File: src/rtl/rst_seq_pkg.sv
// Shared encodings for the central reset sequencer: FSM states and reset-cause codes.
package rst_seq_pkg;

    typedef enum logic [1:0] {
        StIdle    = 2'd0,
        StAssert  = 2'd1,
        StRelease = 2'd2,
        StDone    = 2'd3
    } state_e;

    typedef enum logic [1:0] {
        CausePor = 2'd0,
        CauseSw  = 2'd1,
        CauseWdt = 2'd2
    } cause_e;

endpackage

File: src/rtl/rst_seq_cnt.sv
// Loadable down-counter with zero and last-count flags; used for the hold and gap timers.
module rst_seq_cnt #(
    parameter int unsigned Width = 8
) (
    input  logic             clk_i,
    input  logic             rst_i,
    input  logic             load_i,
    input  logic [Width-1:0] load_val_i,
    input  logic             dec_i,
    output logic             zero_o,
    output logic             last_o
);

    logic [Width-1:0] cnt_q, cnt_d;

    always_comb begin
        cnt_d = cnt_q;
        if (load_i) begin
            cnt_d = load_val_i;
        end else if (dec_i && (cnt_q != '0)) begin
            cnt_d = cnt_q - Width'(1);
        end
    end

    always_ff @(posedge clk_i or posedge rst_i) begin
        if (rst_i) begin
            cnt_q <= '0;
        end else begin
            cnt_q <= cnt_d;
        end
    end

    assign zero_o = (cnt_q == '0);
    assign last_o = (cnt_q == Width'(1));

endmodule

File: src/rtl/rst_seq_ctrl.sv
// Central reset sequencer: asserts participating domains, holds, then releases them in index
// order with a programmable gap. Power-on, software and watchdog causes share one sequence.
module rst_seq_ctrl
    import rst_seq_pkg::*;
#(
    parameter int unsigned NDOM = 22,
    parameter int unsigned CNTW = 8,
    parameter int unsigned HOLD = 16,
    parameter int unsigned GAP  = 4
) (
    input  logic            clk,
    input  logic            rst,
    input  logic            swrst_req,
    input  logic            wdt_req,
    input  logic [NDOM-1:0] rstmsk,
    output logic [NDOM-1:0] orst_,
    output logic            busy,
    output logic            done,
    output logic [1:0]      cause
);

    localparam int unsigned PtrW = (NDOM > 1) ? $clog2(NDOM) : 1;
    localparam logic [CNTW-1:0] HoldLoad = CNTW'(HOLD - 1);
    localparam logic [CNTW-1:0] GapLoad  = CNTW'(GAP - 1);

    state_e          state_q, state_d;
    cause_e          cause_q, cause_d;
    logic [PtrW-1:0] ptr_q, ptr_d;
    logic [NDOM-1:0] orst_q, orst_d;
    logic            scan_end_q, scan_end_d;
    logic            por_flag_q, por_flag_d;
    logic            pend_sw_q, pend_sw_d;
    logic            pend_wdt_q, pend_wdt_d;
    logic            busy_q, busy_d;
    logic            done_q, done_d;

    logic [NDOM-1:0] part;
    logic            hold_load, hold_dec, hold_zero, hold_last;
    logic            gap_load, gap_dec, gap_zero, unused_gap_last;
    logic [CNTW-1:0] gap_load_val;
    logic            release_fire, enter_wdt, enter_sw;

    // A power-on sequence ignores the mask entirely.
    assign part = por_flag_q ? {NDOM{1'b1}} : ~rstmsk;

    rst_seq_cnt #(.Width(CNTW)) u_hold_cnt (
        .clk_i      (clk),
        .rst_i      (rst),
        .load_i     (hold_load),
        .load_val_i (HoldLoad),
        .dec_i      (hold_dec),
        .zero_o     (hold_zero),
        .last_o     (hold_last)
    );

    rst_seq_cnt #(.Width(CNTW)) u_gap_cnt (
        .clk_i      (clk),
        .rst_i      (rst),
        .load_i     (gap_load),
        .load_val_i (gap_load_val),
        .dec_i      (gap_dec),
        .zero_o     (gap_zero),
        .last_o     (unused_gap_last)
    );

    always_comb begin
        state_d      = state_q;
        cause_d      = cause_q;
        ptr_d        = ptr_q;
        scan_end_d   = scan_end_q;
        por_flag_d   = por_flag_q;
        pend_sw_d    = pend_sw_q;
        pend_wdt_d   = pend_wdt_q;
        hold_load    = 1'b0;
        hold_dec     = 1'b0;
        gap_load     = 1'b0;
        gap_load_val = '0;
        gap_dec      = 1'b0;
        release_fire = 1'b0;
        enter_wdt    = 1'b0;
        enter_sw     = 1'b0;

        if (swrst_req && (state_q != StIdle)) begin
            pend_sw_d = 1'b1;
        end

        unique case (state_q)
            StIdle: begin
                if (wdt_req) begin
                    enter_wdt = 1'b1;
                end else if (swrst_req) begin
                    enter_sw = 1'b1;
                end else begin
                    state_d = StIdle;
                end
            end
            StAssert: begin
                if (wdt_req && !por_flag_q) begin
                    enter_wdt = 1'b1;
                end else begin
                    if (wdt_req) begin
                        pend_wdt_d = 1'b1;
                    end
                    // Zero only occurs straight out of power-on reset: that edge counts as edge 1.
                    if (hold_zero) begin
                        hold_load = 1'b1;
                    end else if (hold_last) begin
                        state_d    = StRelease;
                        ptr_d      = '0;
                        scan_end_d = 1'b0;
                        gap_load   = 1'b1;
                    end else begin
                        hold_dec = 1'b1;
                    end
                end
            end
            StRelease: begin
                if (wdt_req && !por_flag_q) begin
                    enter_wdt = 1'b1;
                end else begin
                    if (wdt_req) begin
                        pend_wdt_d = 1'b1;
                    end
                    if (scan_end_q) begin
                        state_d    = StDone;
                        por_flag_d = 1'b0;
                    end else if (!gap_zero) begin
                        gap_dec = 1'b1;
                    end else begin
                        // Masked indices cost one cycle each and never load the gap.
                        if (part[ptr_q]) begin
                            release_fire = 1'b1;
                            gap_load     = 1'b1;
                            gap_load_val = GapLoad;
                        end
                        if (ptr_q == PtrW'(NDOM - 1)) begin
                            scan_end_d = 1'b1;
                        end else begin
                            ptr_d = ptr_q + PtrW'(1);
                        end
                    end
                end
            end
            StDone: begin
                if (wdt_req || pend_wdt_q) begin
                    enter_wdt = 1'b1;
                end else if (pend_sw_q || swrst_req) begin
                    enter_sw = 1'b1;
                end else begin
                    state_d = StIdle;
                end
            end
        endcase

        if (enter_wdt) begin
            state_d    = StAssert;
            cause_d    = CauseWdt;
            hold_load  = 1'b1;
            hold_dec   = 1'b0;
            pend_wdt_d = 1'b0;
        end else if (enter_sw) begin
            state_d   = StAssert;
            cause_d   = CauseSw;
            hold_load = 1'b1;
            hold_dec  = 1'b0;
            pend_sw_d = 1'b0;
        end

        orst_d = orst_q;
        if (state_d == StAssert) begin
            orst_d = orst_q & ~part;
        end else if (release_fire) begin
            orst_d[ptr_q] = 1'b1;
        end

        busy_d = (state_d == StAssert) || (state_d == StRelease);
        done_d = (state_d == StDone);
    end

    always_ff @(posedge clk or posedge rst) begin
        if (rst) begin
            state_q    <= StAssert;
            cause_q    <= CausePor;
            ptr_q      <= '0;
            orst_q     <= '0;
            scan_end_q <= 1'b0;
            por_flag_q <= 1'b1;
            pend_sw_q  <= 1'b0;
            pend_wdt_q <= 1'b0;
            busy_q     <= 1'b1;
            done_q     <= 1'b0;
        end else begin
            state_q    <= state_d;
            cause_q    <= cause_d;
            ptr_q      <= ptr_d;
            orst_q     <= orst_d;
            scan_end_q <= scan_end_d;
            por_flag_q <= por_flag_d;
            pend_sw_q  <= pend_sw_d;
            pend_wdt_q <= pend_wdt_d;
            busy_q     <= busy_d;
            done_q     <= done_d;
        end
    end

    assign orst_ = orst_q;
    assign busy  = busy_q;
    assign done  = done_q;
    assign cause = cause_q;

endmodule

File: config.mk
export PLATFORM = sky130hd
export DESIGN_NAME = rst_seq_ctrl
export DESIGN_NICKNAME = d
export VERILOG_FILES = /design/src/rtl/rst_seq_pkg.sv /design/src/rtl/rst_seq_cnt.sv /design/src/rtl/rst_seq_ctrl.sv
export SDC_FILE = /design/constraint.sdc
export NUM_CORES = 1
export LEC_CHECK = 0
export ABC_AREA = 0
export BUFFER_PORTS_ARGS = -buffer_cell sky130_fd_sc_hd__clkbuf_2
export CAP_MARGIN = 10
export CORE_MARGIN = 5
export CORE_UTILIZATION = 25
export DETAILED_ROUTE_END_ITERATION = 6
export HOLD_SLACK_MARGIN = 0.15
export SYNTH_ARGS = -nofsm -noshare
export SYNTH_HDL_FRONTEND = slang
export SYNTH_SLANG_ARGS = --single-unit
export TNS_END_PERCENT = 100
File: constraint.sdc
create_clock -name clk -period 3.1 [get_ports clk]
set_input_delay 0.93 -clock clk [delete_from_list [all_inputs] [get_ports clk]]
set_output_delay 0.93 -clock clk [all_outputs]
set_load 0.03 [all_outputs]
==> results of run 1 <==
-- cells in the final DEF (no fill, tap or decap), drive strengths merged, types with 16 or more instances in the layout --
master  synthesis  routed
nand3          17      17
a21oi          29      29
nand2          23      23
clkbuf         17      57
inv            21      21
buf             2      16
nand2b         20      20
o21ai          22      22
nor2           20      20
dfrtp          50      50
-- layout make-up --
| type | count | area, sq um |
|---|---|---|
| fill | 1313 | 8647 |
| clock buffer | 6 | 138.9 |
| multi-input combinational | 256 | 1733 |
| sequential | 53 | 1330 |
| inverter | 21 | 78.83 |
| clock inverter | 2 | 37.54 |
| tap | 172 | 215.2 |
| timing repair buffer | 67 | 387.9 |
-- cells by family (layout without fill, tap and decap cells) --
kind of cell    Yosys count  count (layout)  synth area share (%)
compound gates           88              88                 18.33
buf+inv                  40              96                 4.798
flops                    53              53                 41.80
fa+ha+maj                14              14                 5.505
xor+xnor                 11              11                 3.028
simple gates            130             130                 22.45
mux                      13              13                 4.090
-- worst min path at each step --
stage / slack, ns / startpoint / end
floorplan: 0.47 / scan_end_q$_DFFE_PP0P_ / por_flag_q$_DFFE_PP1P_
global placement: 0.46 / cause[1]$_DFFE_PP0P_ / cause[1]$_DFFE_PP0P_
detailed placement: 0.47 / cause[1]$_DFFE_PP0P_ / cause[1]$_DFFE_PP0P_
CTS: 0.48 / cause[1]$_DFFE_PP0P_ / cause[1]$_DFFE_PP0P_
global route: 0.52 / cause[1]$_DFFE_PP0P_ / cause[1]$_DFFE_PP0P_
finish: 0.48 / cause[1]$_DFFE_PP0P_ / cause[1]$_DFFE_PP0P_
-- worst max-delay path: stages --
cell and delay, ns:
clkbuf_2 0.11, o41a_1 0.44, nor3_2 0.11, o21ai_0 0.11, nand3_1 0.09, o211ai_1 0.11, ha_2 0.22, or3_4 0.42
a211oi_1 0.27, nand3_1 0.13, o21ai_0 0.17
-- layer usage --
metal  track usage (%)  up-vias  share of wire [%]
met1             14.22     1351                 45
met5                 0        -                  0
met2             19.54       58                 49
met3             2.673       10                4.5
met4             4.129        0                1.7
li1                  -     1356                  -
-- state kept, by name, summed over array words and instances, names as in the netlist --
signal / count
busy: 1
cause: 2
done: 1
orst_: 22
pend_sw_q: 1
pend_wdt_q: 1
por_flag_q: 1
ptr_q: 5
scan_end_q: 1
state_q: 2
u_gap_cnt.cnt_q: 8
u_hold_cnt.cnt_q: 8
-- stage by stage --
stage,setup TNS (ns),area [sq um]
final,0,3921
after detailed placement,-2.597,3726
after CTS,0,3902
after global routing,0,3921
after floorplan,0,3197
after global placement,-1.544,3726
-- power breakdown --
group	internal [mW]	switching (mW)
registers	0.805	0.101
logic	0.411	0.661
clock network	0.404	0.265
total	1.62	1.03
-- timing repair --
action,CTS,global route
hold endpoints to repair,0,0
gates resized for setup,0,4
endpoints found under the setup margin,0,16
==> impl_metrics.xml, run 1 <==
<?xml version="1.0" encoding="UTF-8"?>
<metrics>
  <group name="status">
    <metric name="result_of_the_run" unit="">finished, final reports clean</metric>
  </group>
  <group name="setup_path">
    <metric name="kind_of_critical_path" unit="">in2reg</metric>
    <metric name="rrSetupSlack" unit="ns">0.24</metric>
    <metric name="critical_path_required" unit="ns">3.32</metric>
    <metric name="endpoint_kind" unit="">flip-flop</metric>
    <metric name="crit_end" unit="">orst_[21]$_DFFE_PP0P_</metric>
    <metric name="crit_start" unit="">swrst_req</metric>
    <metric name="critical_path.startpoint_type" unit="">input port</metric>
    <metric name="worst-path-max-fanout" unit="">4</metric>
    <metric name="worstPathArrival" unit="ns">3.12</metric>
    <metric name="critical_path.reg2reg.startpoint" unit="">state_q[0]$_DFF_PP1_</metric>
    <metric name="timing.reg2reg.worst_path_depth" unit="">12</metric>
    <metric name="worstReg2RegEnd" unit="">orst_[6]$_DFFE_PP0P_</metric>
  </group>
  <group name="drt">
    <metric name="drt_pass_1_iters" unit="">4</metric>
    <metric name="drt_first_iter_violations" unit="">127</metric>
    <metric name="drt-vias-per-instance" unit="">4.809</metric>
    <metric name="routed_wl" unit="um">8478</metric>
    <metric name="drt.antenna.violating_nets" unit="">0</metric>
    <metric name="remaining_drc_errors" unit="">0</metric>
    <metric name="overall_via_count_from_detail_route" unit="">2775</metric>
    <metric name="drt-wirelength-per-cell" unit="um">14.69</metric>
  </group>
  <group name="clocking">
    <metric name="post-cts-setup-buffers" unit="">0</metric>
    <metric name="clock_tree.buffer_depth" unit="">2</metric>
    <metric name="h-tree-depth" unit="">2</metric>
    <metric name="clock_net_sink_count" unit="">53</metric>
    <metric name="clock_latency_reported_for_the_late_side_of_the_worst_skew_pair" unit="ns">0.30</metric>
    <metric name="cts_tree" unit="">yes</metric>
    <metric name="cts.hold.buffers_added" unit="">0</metric>
    <metric name="clk_transition_reported_paths" unit="ns">0.07</metric>
    <metric name="cts.root.buffer_cell" unit="">clkbuf_16</metric>
    <metric name="total_cts_buffers" unit="">5</metric>
  </group>
  <group name="sta">
    <metric name="final_period_minus_worst_setup_slack" unit="ns">2.902</metric>
    <metric name="hold_viol_final" unit="">0</metric>
    <metric name="maxClockFrequency" unit="MHz">344.6</metric>
    <metric name="timing.final.ws_setup" unit="ns">0.1981</metric>
    <metric name="worst-slew-pin-transition" unit="ns">0.6654</metric>
    <metric name="final_max_slew_viol_count" unit="">0</metric>
    <metric name="grt_setup_unrepaired" unit="">no</metric>
    <metric name="setup_viol" unit="">0</metric>
    <metric name="fin_skew" unit="ns">0.008477</metric>
    <metric name="max-slew-margin-rel" unit="%">55.56</metric>
    <metric name="fin_hold_ws" unit="ns">0.4789</metric>
    <metric name="final.period_utilization" unit="%">93.61</metric>
  </group>
  <group name="synth">
    <metric name="synth.area.top_cells" unit="">dfrtp_1 39%, ha_1 5.5%, a21oi_1 4.6%</metric>
    <metric name="synth_top_cell_by_area" unit="">dfrtp_1</metric>
    <metric name="asyncSetResetFlopFracSynth" unit="%">100.0</metric>
    <metric name="number_of_flops_mapped_to_enable_cells_by_yosys" unit="">0</metric>
    <metric name="postSynthRegisterBits" unit="">53</metric>
    <metric name="post-synth-top-count-cell" unit="">dfrtp_1</metric>
    <metric name="synth_fp_nets" unit="">389</metric>
    <metric name="ys_top_cells_by_count" unit="">50 x dfrtp_1, 29 x a21oi_1, 23 x nand2_1</metric>
    <metric name="syn_area" unit="sq um">3182</metric>
    <metric name="synth.lib_cells_used.distinct" unit="">53</metric>
    <metric name="synth.yosys.seq_area_share" unit="%">41.80</metric>
    <metric name="postSynthCellCount" unit="">349</metric>
    <metric name="post-synth-top-area-fraction" unit="%">39.32</metric>
    <metric name="synth_top_flop_cell" unit="">dfrtp_1</metric>
    <metric name="postSynthAreaPerCell" unit="sq um">9.117</metric>
    <metric name="number_of_warning_messages_in_the_yosys_log" unit="">0</metric>
  </group>
  <group name="die">
    <metric name="fp.dieW" unit="um">122.8</metric>
    <metric name="floorplan.die.height" unit="um">122.8</metric>
    <metric name="dieArea" unit="sq um">15080</metric>
    <metric name="coreArea" unit="sq um">12570</metric>
    <metric name="io-pin-count" unit="">52</metric>
    <metric name="fp-row-count" unit="">41</metric>
    <metric name="initial_core_util" unit="%">25.32</metric>
  </group>
  <group name="global_routing">
    <metric name="grt.overflow.total" unit="">0</metric>
    <metric name="grt_antenna_before_repair" unit="">0</metric>
    <metric name="grt_pass1_vias" unit="">2844</metric>
    <metric name="grt_pass1_wl" unit="um">13870</metric>
    <metric name="globalRouteTotalUtil" unit="%">11.50</metric>
    <metric name="grt_start_max_net_pins" unit="">31</metric>
  </group>
  <group name="finish">
    <metric name="final_util" unit="%">31.20</metric>
    <metric name="synthToLayoutAreaGrowth" unit="%">23.24</metric>
    <metric name="layout.cells.non_filler" unit="">577</metric>
    <metric name="nets" unit="">444</metric>
    <metric name="num_antenna_cells" unit="">0</metric>
    <metric name="drive_gt1_share" unit="%">22.22</metric>
  </group>
  <group name="pwr">
    <metric name="power_leakage" unit="nW">1.786</metric>
    <metric name="cellPowerDensity" unit="nW/um^2">674.9</metric>
    <metric name="vdd_drop_max" unit="mV">0.2358</metric>
    <metric name="power.total" unit="mW">2.647</metric>
  </group>
  <group name="worst_hold_path">
    <metric name="count_of_cells_along_the_worst_hold_path" unit="">1</metric>
    <metric name="worstHoldPathType" unit="">reg2reg</metric>
  </group>
  <group name="placed_design">
    <metric name="dpl.hpwl" unit="um">6381</metric>
    <metric name="pre_cts_slack" unit="ns">-0.2758</metric>
    <metric name="placedCellCount" unit="">569</metric>
    <metric name="port_buffers" unit="">51</metric>
    <metric name="gp_routability_congestion" unit="">0.8867</metric>
  </group>
  <group name="flow_run">
    <metric name="maxCapViolCount" unit="">0</metric>
  </group>
</metrics>
Note: power is estimated with default switching activity, not from simulation.
==> run 2: changes to the inputs <==
--- a/config.mk
+++ b/config.mk
@@ -5,11 +5,12 @@
 export SDC_FILE = /design/constraint.sdc
 export NUM_CORES = 1
 export LEC_CHECK = 0
-export ABC_AREA = 0
+export ABC_AREA = 1
 export BUFFER_PORTS_ARGS = -buffer_cell sky130_fd_sc_hd__clkbuf_2
 export CAP_MARGIN = 10
 export CORE_MARGIN = 5
 export CORE_UTILIZATION = 25
+export CTS_BUF_LIST = sky130_fd_sc_hd__clkbuf_8
 export DETAILED_ROUTE_END_ITERATION = 6
 export HOLD_SLACK_MARGIN = 0.15
 export SYNTH_ARGS = -nofsm -noshare
==> impl_metrics.xml, run 2 <==
<?xml version="1.0" encoding="UTF-8"?>
<metrics>
  <group name="die">
    <metric name="dieArea" unit="sq um">15190</metric>
    <metric name="fp.dieW" unit="um">123.3</metric>
    <metric name="floorplan.die.height" unit="um">123.3</metric>
    <metric name="io-pin-count" unit="">52</metric>
    <metric name="initial_core_util" unit="%">25.41</metric>
    <metric name="fp-row-count" unit="">41</metric>
    <metric name="coreArea" unit="sq um">12620</metric>
  </group>
  <group name="sta">
    <metric name="max-slew-margin-rel" unit="%">39.59</metric>
    <metric name="timing.setup.tns" unit="ns">0</metric>
    <metric name="final_max_slew_viol_count" unit="">0</metric>
    <metric name="setup_viol" unit="">0</metric>
    <metric name="fin_skew" unit="ns">0.008475</metric>
    <metric name="timing.final.ws_setup" unit="ns">0.2478</metric>
    <metric name="hold_viol_final" unit="">0</metric>
    <metric name="final_period_minus_worst_setup_slack" unit="ns">2.852</metric>
    <metric name="maxClockFrequency" unit="MHz">350.6</metric>
    <metric name="fin_hold_ws" unit="ns">0.4650</metric>
    <metric name="worst-slew-pin-transition" unit="ns">0.9048</metric>
    <metric name="final.period_utilization" unit="%">92.01</metric>
  </group>
  <group name="synth">
    <metric name="post-synth-top-count-cell" unit="">nand2_1</metric>
    <metric name="synth_top_flop_cell" unit="">dfrtp_1</metric>
    <metric name="synth.yosys.seq_area_share" unit="%">41.47</metric>
    <metric name="synth_top_cell_by_area" unit="">dfrtp_1</metric>
    <metric name="ys_top_cells_by_count" unit="">111 x nand2_1, 55 x inv_1, 54 x nor2_1</metric>
    <metric name="asyncSetResetFlopFracSynth" unit="%">100.0</metric>
    <metric name="postSynthAreaPerCell" unit="sq um">7.440</metric>
    <metric name="postSynthRegisterBits" unit="">53</metric>
    <metric name="syn_area" unit="sq um">3207</metric>
    <metric name="number_of_warning_messages_in_the_yosys_log" unit="">0</metric>
    <metric name="synth.area.top_cells" unit="">dfrtp_1 39%, nand2_1 13%, inv_1 6.4%</metric>
    <metric name="number_of_flops_mapped_to_enable_cells_by_yosys" unit="">0</metric>
    <metric name="synth_fp_nets" unit="">471</metric>
    <metric name="post-synth-top-area-fraction" unit="%">39.02</metric>
    <metric name="synth.lib_cells_used.distinct" unit="">32</metric>
    <metric name="postSynthCellCount" unit="">431</metric>
  </group>
  <group name="drt">
    <metric name="remaining_drc_errors" unit="">0</metric>
    <metric name="routed_wl" unit="um">8299</metric>
    <metric name="drt.antenna.violating_nets" unit="">0</metric>
    <metric name="drt_pass_1_iters" unit="">4</metric>
    <metric name="drt-wirelength-per-cell" unit="um">12.57</metric>
    <metric name="overall_via_count_from_detail_route" unit="">2919</metric>
    <metric name="drt-vias-per-instance" unit="">4.423</metric>
    <metric name="drt_first_iter_violations" unit="">151</metric>
  </group>
  <group name="clocking">
    <metric name="postCtsResizedCells" unit="">0</metric>
    <metric name="cts_tree" unit="">yes</metric>
    <metric name="h-tree-depth" unit="">2</metric>
    <metric name="cts.hold.buffers_added" unit="">0</metric>
    <metric name="clock_net_sink_count" unit="">53</metric>
    <metric name="clock_latency_reported_for_the_late_side_of_the_worst_skew_pair" unit="ns">0.31</metric>
    <metric name="clock_tree.buffer_depth" unit="">2</metric>
    <metric name="cts.root.buffer_cell" unit="">clkbuf_8</metric>
    <metric name="post-cts-setup-buffers" unit="">0</metric>
    <metric name="total_cts_buffers" unit="">5</metric>
    <metric name="clk_transition_reported_paths" unit="ns">0.10</metric>
  </group>
  <group name="pwr">
    <metric name="power.total" unit="mW">2.593</metric>
    <metric name="cellPowerDensity" unit="nW/um^2">691.0</metric>
    <metric name="vdd_drop_max" unit="mV">0.2434</metric>
    <metric name="power_leakage" unit="nW">1.913</metric>
  </group>
  <group name="setup_path">
    <metric name="crit_path_cell_trace" unit="">inv_1, ha_1, inv_1, o211ai_1, o21ai_1, nand2_1, inv_1, o21ai_0, nor2_1, inv_1, ha_1, clkinvlp_4, nand3_4, o21ai_1</metric>
    <metric name="critical_path_most_common_cell" unit="">inv_1</metric>
    <metric name="kind_of_critical_path" unit="">reg2reg</metric>
    <metric name="worst-path-max-fanout" unit="">7</metric>
    <metric name="endpoint_kind" unit="">flip-flop</metric>
    <metric name="critical_path.startpoint_type" unit="">flip-flop</metric>
    <metric name="worst_path_cell_with_the_longest_stage_delay" unit="">dfstp_2</metric>
    <metric name="timing.critical_path.slowest_cell_delay" unit="ns">0.58</metric>
    <metric name="worstPathArrival" unit="ns">3.09</metric>
    <metric name="critical_path_required" unit="ns">3.33</metric>
  </group>
  <group name="global_routing">
    <metric name="groute.layer.met3.usage" unit="%">2.150</metric>
    <metric name="grt_pass1_wl" unit="um">13680</metric>
    <metric name="grt_start_max_net_pins" unit="">42</metric>
    <metric name="globalRouteTotalUtil" unit="%">11.23</metric>
    <metric name="grt_pass1_vias" unit="">2923</metric>
    <metric name="grt.overflow.total" unit="">0</metric>
    <metric name="grt_util_met2" unit="%">20.05</metric>
    <metric name="grt_util_met1" unit="%">14.10</metric>
    <metric name="grt_antenna_before_repair" unit="">0</metric>
    <metric name="gr_peak_layer" unit="">met2</metric>
  </group>
  <group name="placed_design">
    <metric name="pre_cts_slack" unit="ns">0.01509</metric>
    <metric name="port_buffers" unit="">51</metric>
    <metric name="dpl.hpwl" unit="um">6544</metric>
    <metric name="gp_routability_congestion" unit="">0.8534</metric>
    <metric name="dpl-instance-area" unit="sq um">3665</metric>
  </group>
  <group name="finish">
    <metric name="seq_area" unit="sq um">1330</metric>
    <metric name="nets" unit="">527</metric>
    <metric name="finish.instance_area" unit="sq um">3752</metric>
    <metric name="leading_cell_type_in_the_layout_fill_and_taps_excluded" unit="">nand2_1</metric>
    <metric name="num_antenna_cells" unit="">0</metric>
    <metric name="multiInputGateArea" unit="sq um">1613</metric>
    <metric name="drive_gt1_share" unit="%">18.85</metric>
    <metric name="n_fill_cell" unit="">1384</metric>
    <metric name="largest_register_ff_count" unit="">22</metric>
    <metric name="layout.cells.most_common_list" unit="">111 x nand2_1, 55 x inv_1, 54 x nor2_1</metric>
    <metric name="synthToLayoutAreaGrowth" unit="%">17.01</metric>
  </group>
  <group name="status">
    <metric name="result_of_the_run" unit="">finished, final reports clean</metric>
  </group>
  <group name="worst_hold_path">
    <metric name="worstHoldPathType" unit="">reg2reg</metric>
  </group>
  <group name="flow_run">
    <metric name="maxCapViolCount" unit="">0</metric>
  </group>
</metrics>
==> run 2: final timing paths <==
kind                                                  from                               to  slack, ns  cells past startpoint
max                                   state_q[0]$_DFF_PP1_            orst_[16]$_DFFE_PP0P_       0.25                     14
min                        u_hold_cnt.cnt_q[6]$_DFFE_PP0P_  u_hold_cnt.cnt_q[6]$_DFFE_PP0P_       0.46                      1
max reg2reg                           state_q[0]$_DFF_PP1_            orst_[16]$_DFFE_PP0P_       0.25                     14
min reg2reg                u_hold_cnt.cnt_q[6]$_DFFE_PP0P_  u_hold_cnt.cnt_q[6]$_DFFE_PP0P_       0.46                      1
max in group asynchronous                              rst             orst_[1]$_DFFE_PP0P_       1.64                      3
min in group asynchronous                              rst            orst_[18]$_DFFE_PP0P_       0.80                      2
==> run 2: cell type report <==
class / count / area share (%)
timing repair buffer: 55 / 7.603
clock buffer: 5 / 1.834
clock inverter: 3 / 0.4001
multi-input combinational: 313 / 42.98
sequential: 53 / 35.45
inverter: 59 / 6.002
tap: 172 / 5.735
==> run 2: critical path: cells and delay by family, from the launching register on <==
family / cells / cell delay (ns)
buffers and inverters: 5 / 0.65
adder cells (fa/ha/maj): 2 / 0.59
flip-flops: 1 / 0.58
AO/OA/AOI/OAI: 4 / 0.55
AND/OR/NAND/NOR: 3 / 0.41
==> run 2: stage by stage <==
stage / instances / utilization, %
CTS: 660 / 29.70
floorplan: 431 / -
global route: 660 / 29.73
finish: 660 / 29.73
detailed placement: 652 / 29.04
global placement: 652 / 29.04
==> run 2: kinds of logic (layout without fill, tap and decap cells) <==
| family | after synthesis | count (layout) | synth area share, % |
|---|---|---|---|
| simple gates | 228 | 228 | 31.68 |
| fa+ha+maj | 14 | 14 | 5.462 |
| compound gates | 63 | 63 | 10.96 |
| buf+inv | 65 | 122 | 8.232 |
| flops | 53 | 53 | 41.47 |
| xor+xnor | 8 | 8 | 2.185 |
==> run 2: where the power goes <==
group | switching (mW) | total [mW] | internal, mW
clock network | 0.229 | 0.383 | 0.154
logic | 0.893 | 1.29 | 0.392
registers | 0.110 | 0.925 | 0.815
total | 1.23 | 2.59 | 1.36
==> run 2: layer usage <==
metal / part of all wire [%] / vias up / wire (um)
met5: 0 / - / 0
met4: 0.78 / 0 / 65
met3: 4.6 / 6 / 379
met2: 49 / 55 / 4061
met1: 46 / 1372 / 3791
li1: - / 1486 / -
==> run 3: changes to the inputs <==
--- a/config.mk
+++ b/config.mk
@@ -9,10 +9,11 @@
 export BUFFER_PORTS_ARGS = -buffer_cell sky130_fd_sc_hd__clkbuf_2
 export CAP_MARGIN = 10
 export CORE_MARGIN = 5
-export CORE_UTILIZATION = 25
+export CORE_UTILIZATION = 45
 export CTS_BUF_LIST = sky130_fd_sc_hd__clkbuf_8
 export DETAILED_ROUTE_END_ITERATION = 6
 export HOLD_SLACK_MARGIN = 0.15
+export PLACE_DENSITY = 0.68
 export SYNTH_ARGS = -nofsm -noshare
 export SYNTH_HDL_FRONTEND = slang
 export SYNTH_SLANG_ARGS = --single-unit
==> impl_metrics.xml, run 3 (synthesis gave the netlist of run 2 again) <==
<?xml version="1.0" encoding="UTF-8"?>
<metrics>
  <group name="status">
    <metric name="result_of_the_run" unit="">finished, final reports clean</metric>
  </group>
  <group name="placed_design">
    <metric name="dpl-instance-area" unit="sq um">3582</metric>
    <metric name="port_buffers" unit="">51</metric>
    <metric name="dpl.hpwl" unit="um">6133</metric>
    <metric name="gp_routability_congestion" unit="">0.9124</metric>
  </group>
  <group name="clocking">
    <metric name="cts.hold.buffers_added" unit="">0</metric>
    <metric name="cts_tree" unit="">yes</metric>
    <metric name="clock_net_sink_count" unit="">53</metric>
    <metric name="h-tree-depth" unit="">2</metric>
    <metric name="post-cts-setup-buffers" unit="">0</metric>
    <metric name="total_cts_buffers" unit="">5</metric>
    <metric name="clock_latency_reported_for_the_late_side_of_the_worst_skew_pair" unit="ns">0.31</metric>
    <metric name="clk_transition_reported_paths" unit="ns">0.10</metric>
    <metric name="cts.root.buffer_cell" unit="">clkbuf_8</metric>
    <metric name="clock_tree.buffer_depth" unit="">2</metric>
  </group>
  <group name="finish">
    <metric name="layout.cells.most_common_list" unit="">111 x nand2_1, 54 x inv_1, 54 x nor2_1</metric>
    <metric name="finish.instance_area" unit="sq um">3697</metric>
    <metric name="leading_cell_type_in_the_layout_fill_and_taps_excluded" unit="">nand2_1</metric>
    <metric name="synthToLayoutAreaGrowth" unit="%">15.29</metric>
    <metric name="num_antenna_cells" unit="">0</metric>
    <metric name="nets" unit="">527</metric>
    <metric name="drive_gt1_share" unit="%">19.06</metric>
    <metric name="n_fill_cell" unit="">666</metric>
    <metric name="largest_register_ff_count" unit="">22</metric>
  </group>
  <group name="global_routing">
    <metric name="grt_pass1_wl" unit="um">13280</metric>
    <metric name="grt_pass1_vias" unit="">2835</metric>
    <metric name="grt_antenna_before_repair" unit="">0</metric>
    <metric name="grt.overflow.total" unit="">0</metric>
    <metric name="grt_start_max_net_pins" unit="">29</metric>
    <metric name="globalRouteTotalUtil" unit="%">18.69</metric>
  </group>
  <group name="die">
    <metric name="fp.dieW" unit="um">94.42</metric>
    <metric name="initial_core_util" unit="%">46.68</metric>
    <metric name="floorplan.die.height" unit="um">94.42</metric>
    <metric name="dieArea" unit="sq um">8914</metric>
    <metric name="io-pin-count" unit="">52</metric>
    <metric name="fp-row-count" unit="">30</metric>
    <metric name="coreArea" unit="sq um">6869</metric>
  </group>
  <group name="drt">
    <metric name="drt-wirelength-per-cell" unit="um">13.54</metric>
    <metric name="drt-vias-per-instance" unit="">4.952</metric>
    <metric name="routed_wl" unit="um">7909</metric>
    <metric name="drt_first_iter_violations" unit="">125</metric>
    <metric name="drt_pass_1_iters" unit="">4</metric>
    <metric name="drt.antenna.violating_nets" unit="">0</metric>
    <metric name="remaining_drc_errors" unit="">0</metric>
    <metric name="overall_via_count_from_detail_route" unit="">2892</metric>
  </group>
  <group name="setup_path">
    <metric name="timing.critical_path.slowest_cell_delay" unit="ns">0.58</metric>
    <metric name="worst_path_cell_with_the_longest_stage_delay" unit="">dfstp_2</metric>
    <metric name="critical_path_required" unit="ns">3.28</metric>
    <metric name="critical_path.reg2reg.startpoint" unit="">state_q[0]$_DFF_PP1_</metric>
    <metric name="crit_path_cell_trace" unit="">inv_1, ha_1, inv_1, o211ai_1, o21ai_1, nand2_1, inv_1, o21ai_0, nor2_1, inv_1, ha_1, clkinvlp_4, o21ai_0, o21ai_1</metric>
    <metric name="timing.reg2reg.worst_path_depth" unit="">14</metric>
    <metric name="crit_start" unit="">state_q[0]$_DFF_PP1_</metric>
    <metric name="worstPathArrival" unit="ns">3.05</metric>
    <metric name="worstSetupPathDepth" unit="">14</metric>
    <metric name="worst-path-buf-inv" unit="">5</metric>
    <metric name="critical_path_most_common_cell" unit="">inv_1</metric>
    <metric name="worst-path-max-fanout" unit="">7</metric>
    <metric name="crit_end" unit="">orst_[6]$_DFFE_PP0P_</metric>
    <metric name="kind_of_critical_path" unit="">reg2reg</metric>
    <metric name="worstReg2RegEnd" unit="">orst_[6]$_DFFE_PP0P_</metric>
    <metric name="endpoint_kind" unit="">flip-flop</metric>
    <metric name="rrSetupSlack" unit="ns">0.24</metric>
    <metric name="critical_path.top_delay_family" unit="">compound AO/OA/AOI/OAI gates</metric>
    <metric name="critical_path.startpoint_type" unit="">flip-flop</metric>
  </group>
  <group name="flow_run">
    <metric name="maxCapViolCount" unit="">0</metric>
  </group>
  <group name="sta">
    <metric name="hold_viol_final" unit="">0</metric>
    <metric name="fin_skew" unit="ns">0.01300</metric>
    <metric name="worst-slew-pin-transition" unit="ns">0.5950</metric>
    <metric name="final_period_minus_worst_setup_slack" unit="ns">2.864</metric>
    <metric name="timing.setup.tns" unit="ns">0</metric>
    <metric name="final.period_utilization" unit="%">92.37</metric>
    <metric name="final_max_slew_viol_count" unit="">0</metric>
    <metric name="max-slew-margin-rel" unit="%">60.27</metric>
    <metric name="maxClockFrequency" unit="MHz">349.2</metric>
    <metric name="setup_viol" unit="">0</metric>
    <metric name="grt_setup_unrepaired" unit="">no</metric>
  </group>
  <group name="pwr">
    <metric name="power.switching_fraction" unit="%">45.75</metric>
    <metric name="combPwrFrac" unit="%">47.7</metric>
    <metric name="cellPowerDensity" unit="nW/um^2">723.1</metric>
    <metric name="power_leakage" unit="nW">1.931</metric>
    <metric name="p_int" unit="mW">1.450</metric>
    <metric name="vdd_drop_max" unit="mV">0.3346</metric>
    <metric name="seq_power_share" unit="%">34.8</metric>
    <metric name="clock_power_share" unit="%">17.6</metric>
    <metric name="power.total" unit="mW">2.673</metric>
    <metric name="total_switching_power" unit="mW">1.223</metric>
  </group>
  <group name="worst_hold_path">
    <metric name="worstHoldPathType" unit="">reg2reg</metric>
  </group>
</metrics>
==> run 3: worst min-delay path by stage <==
stage / depth (start not counted) / to / start / slack [ns]
5_1_grt: 1 / u_hold_cnt.cnt_q[6]$_DFFE_PP0P_ / u_hold_cnt.cnt_q[6]$_DFFE_PP0P_ / 0.50
3_5_place_dp: 1 / u_hold_cnt.cnt_q[6]$_DFFE_PP0P_ / u_hold_cnt.cnt_q[6]$_DFFE_PP0P_ / 0.46
4_1_cts: 1 / u_hold_cnt.cnt_q[6]$_DFFE_PP0P_ / u_hold_cnt.cnt_q[6]$_DFFE_PP0P_ / 0.47
2_1_floorplan: 1 / u_hold_cnt.cnt_q[6]$_DFFE_PP0P_ / u_hold_cnt.cnt_q[6]$_DFFE_PP0P_ / 0.43
6_report: 1 / u_hold_cnt.cnt_q[6]$_DFFE_PP0P_ / u_hold_cnt.cnt_q[6]$_DFFE_PP0P_ / 0.47
3_3_place_gp: 1 / u_hold_cnt.cnt_q[6]$_DFFE_PP0P_ / u_hold_cnt.cnt_q[6]$_DFFE_PP0P_ / 0.45
==> run 3: power by group through the flow <==
stage | clock network, mW | registers, mW | logic, mW
global route | 0.510 | 0.944 | 1.45
global placement | 0 | 0.933 | 1.24
CTS | 0.479 | 0.927 | 1.26
floorplan | 0 | 0.943 | 0.926
detailed placement | 0 | 0.939 | 1.25
finish | 0.470 | 0.930 | 1.27
==> run 3: metal layers <==
metal	global-route usage [%]	up-vias	share of wire, %	routed length (um)
met3	3.506	9	4.7	373
met5	0	-	0	0
li1	-	1480	-	-
met1	25.64	1344	48	3775
met4	5.776	0	1.4	111
met2	30.02	59	46	3649
==> run 3: area by class of cell <==
class / instances / area [sq um] / share of cell area, %
Multi-Input combinational cell: 313 / 1613 / 43.62
Sequential cell: 53 / 1330 / 35.97
Timing Repair Buffer: 55 / 297.8 / 8.054
Inverter: 59 / 225.2 / 6.091
Tap cell: 96 / 120.1 / 3.249
Clock buffer: 5 / 68.82 / 1.861
Clock inverter: 3 / 42.54 / 1.151
==> run 3: what timing repair did <==
action	CTS	global route
endpoints found under the hold margin	0	0
resized for setup	0	1
endpoints found under the setup margin	0	20
==> run 3: worst reg2reg max path, stage by stage (launching register included) <==
cell and delay [ns]:
dfstp_2 0.58, inv_1 0.08, ha_1 0.37, inv_1 0.12
o211ai_1 0.19, o21ai_1 0.14, nand2_1 0.08, inv_1 0.07
o21ai_0 0.08, nor2_1 0.09, inv_1 0.06, ha_1 0.20
clkinvlp_4 0.25, o21ai_0 0.32, o21ai_1 0.13
==> run 3: metrics by stage <==
stage | utilization, % | hold WS [ns] | setup WS (ns) | std cells
CTS | 53.77 | 0.4692 | 0.1994 | 584
finish | 53.83 | 0.4660 | 0.2364 | 584
global route | 53.83 | 0.5026 | 0.07637 | 584
global placement | 52.15 | 0.4463 | 0.2472 | 576
detailed placement | 52.15 | 0.4555 | 0.1218 | 576
floorplan | - | 0.4337 | 0.2632 | 431
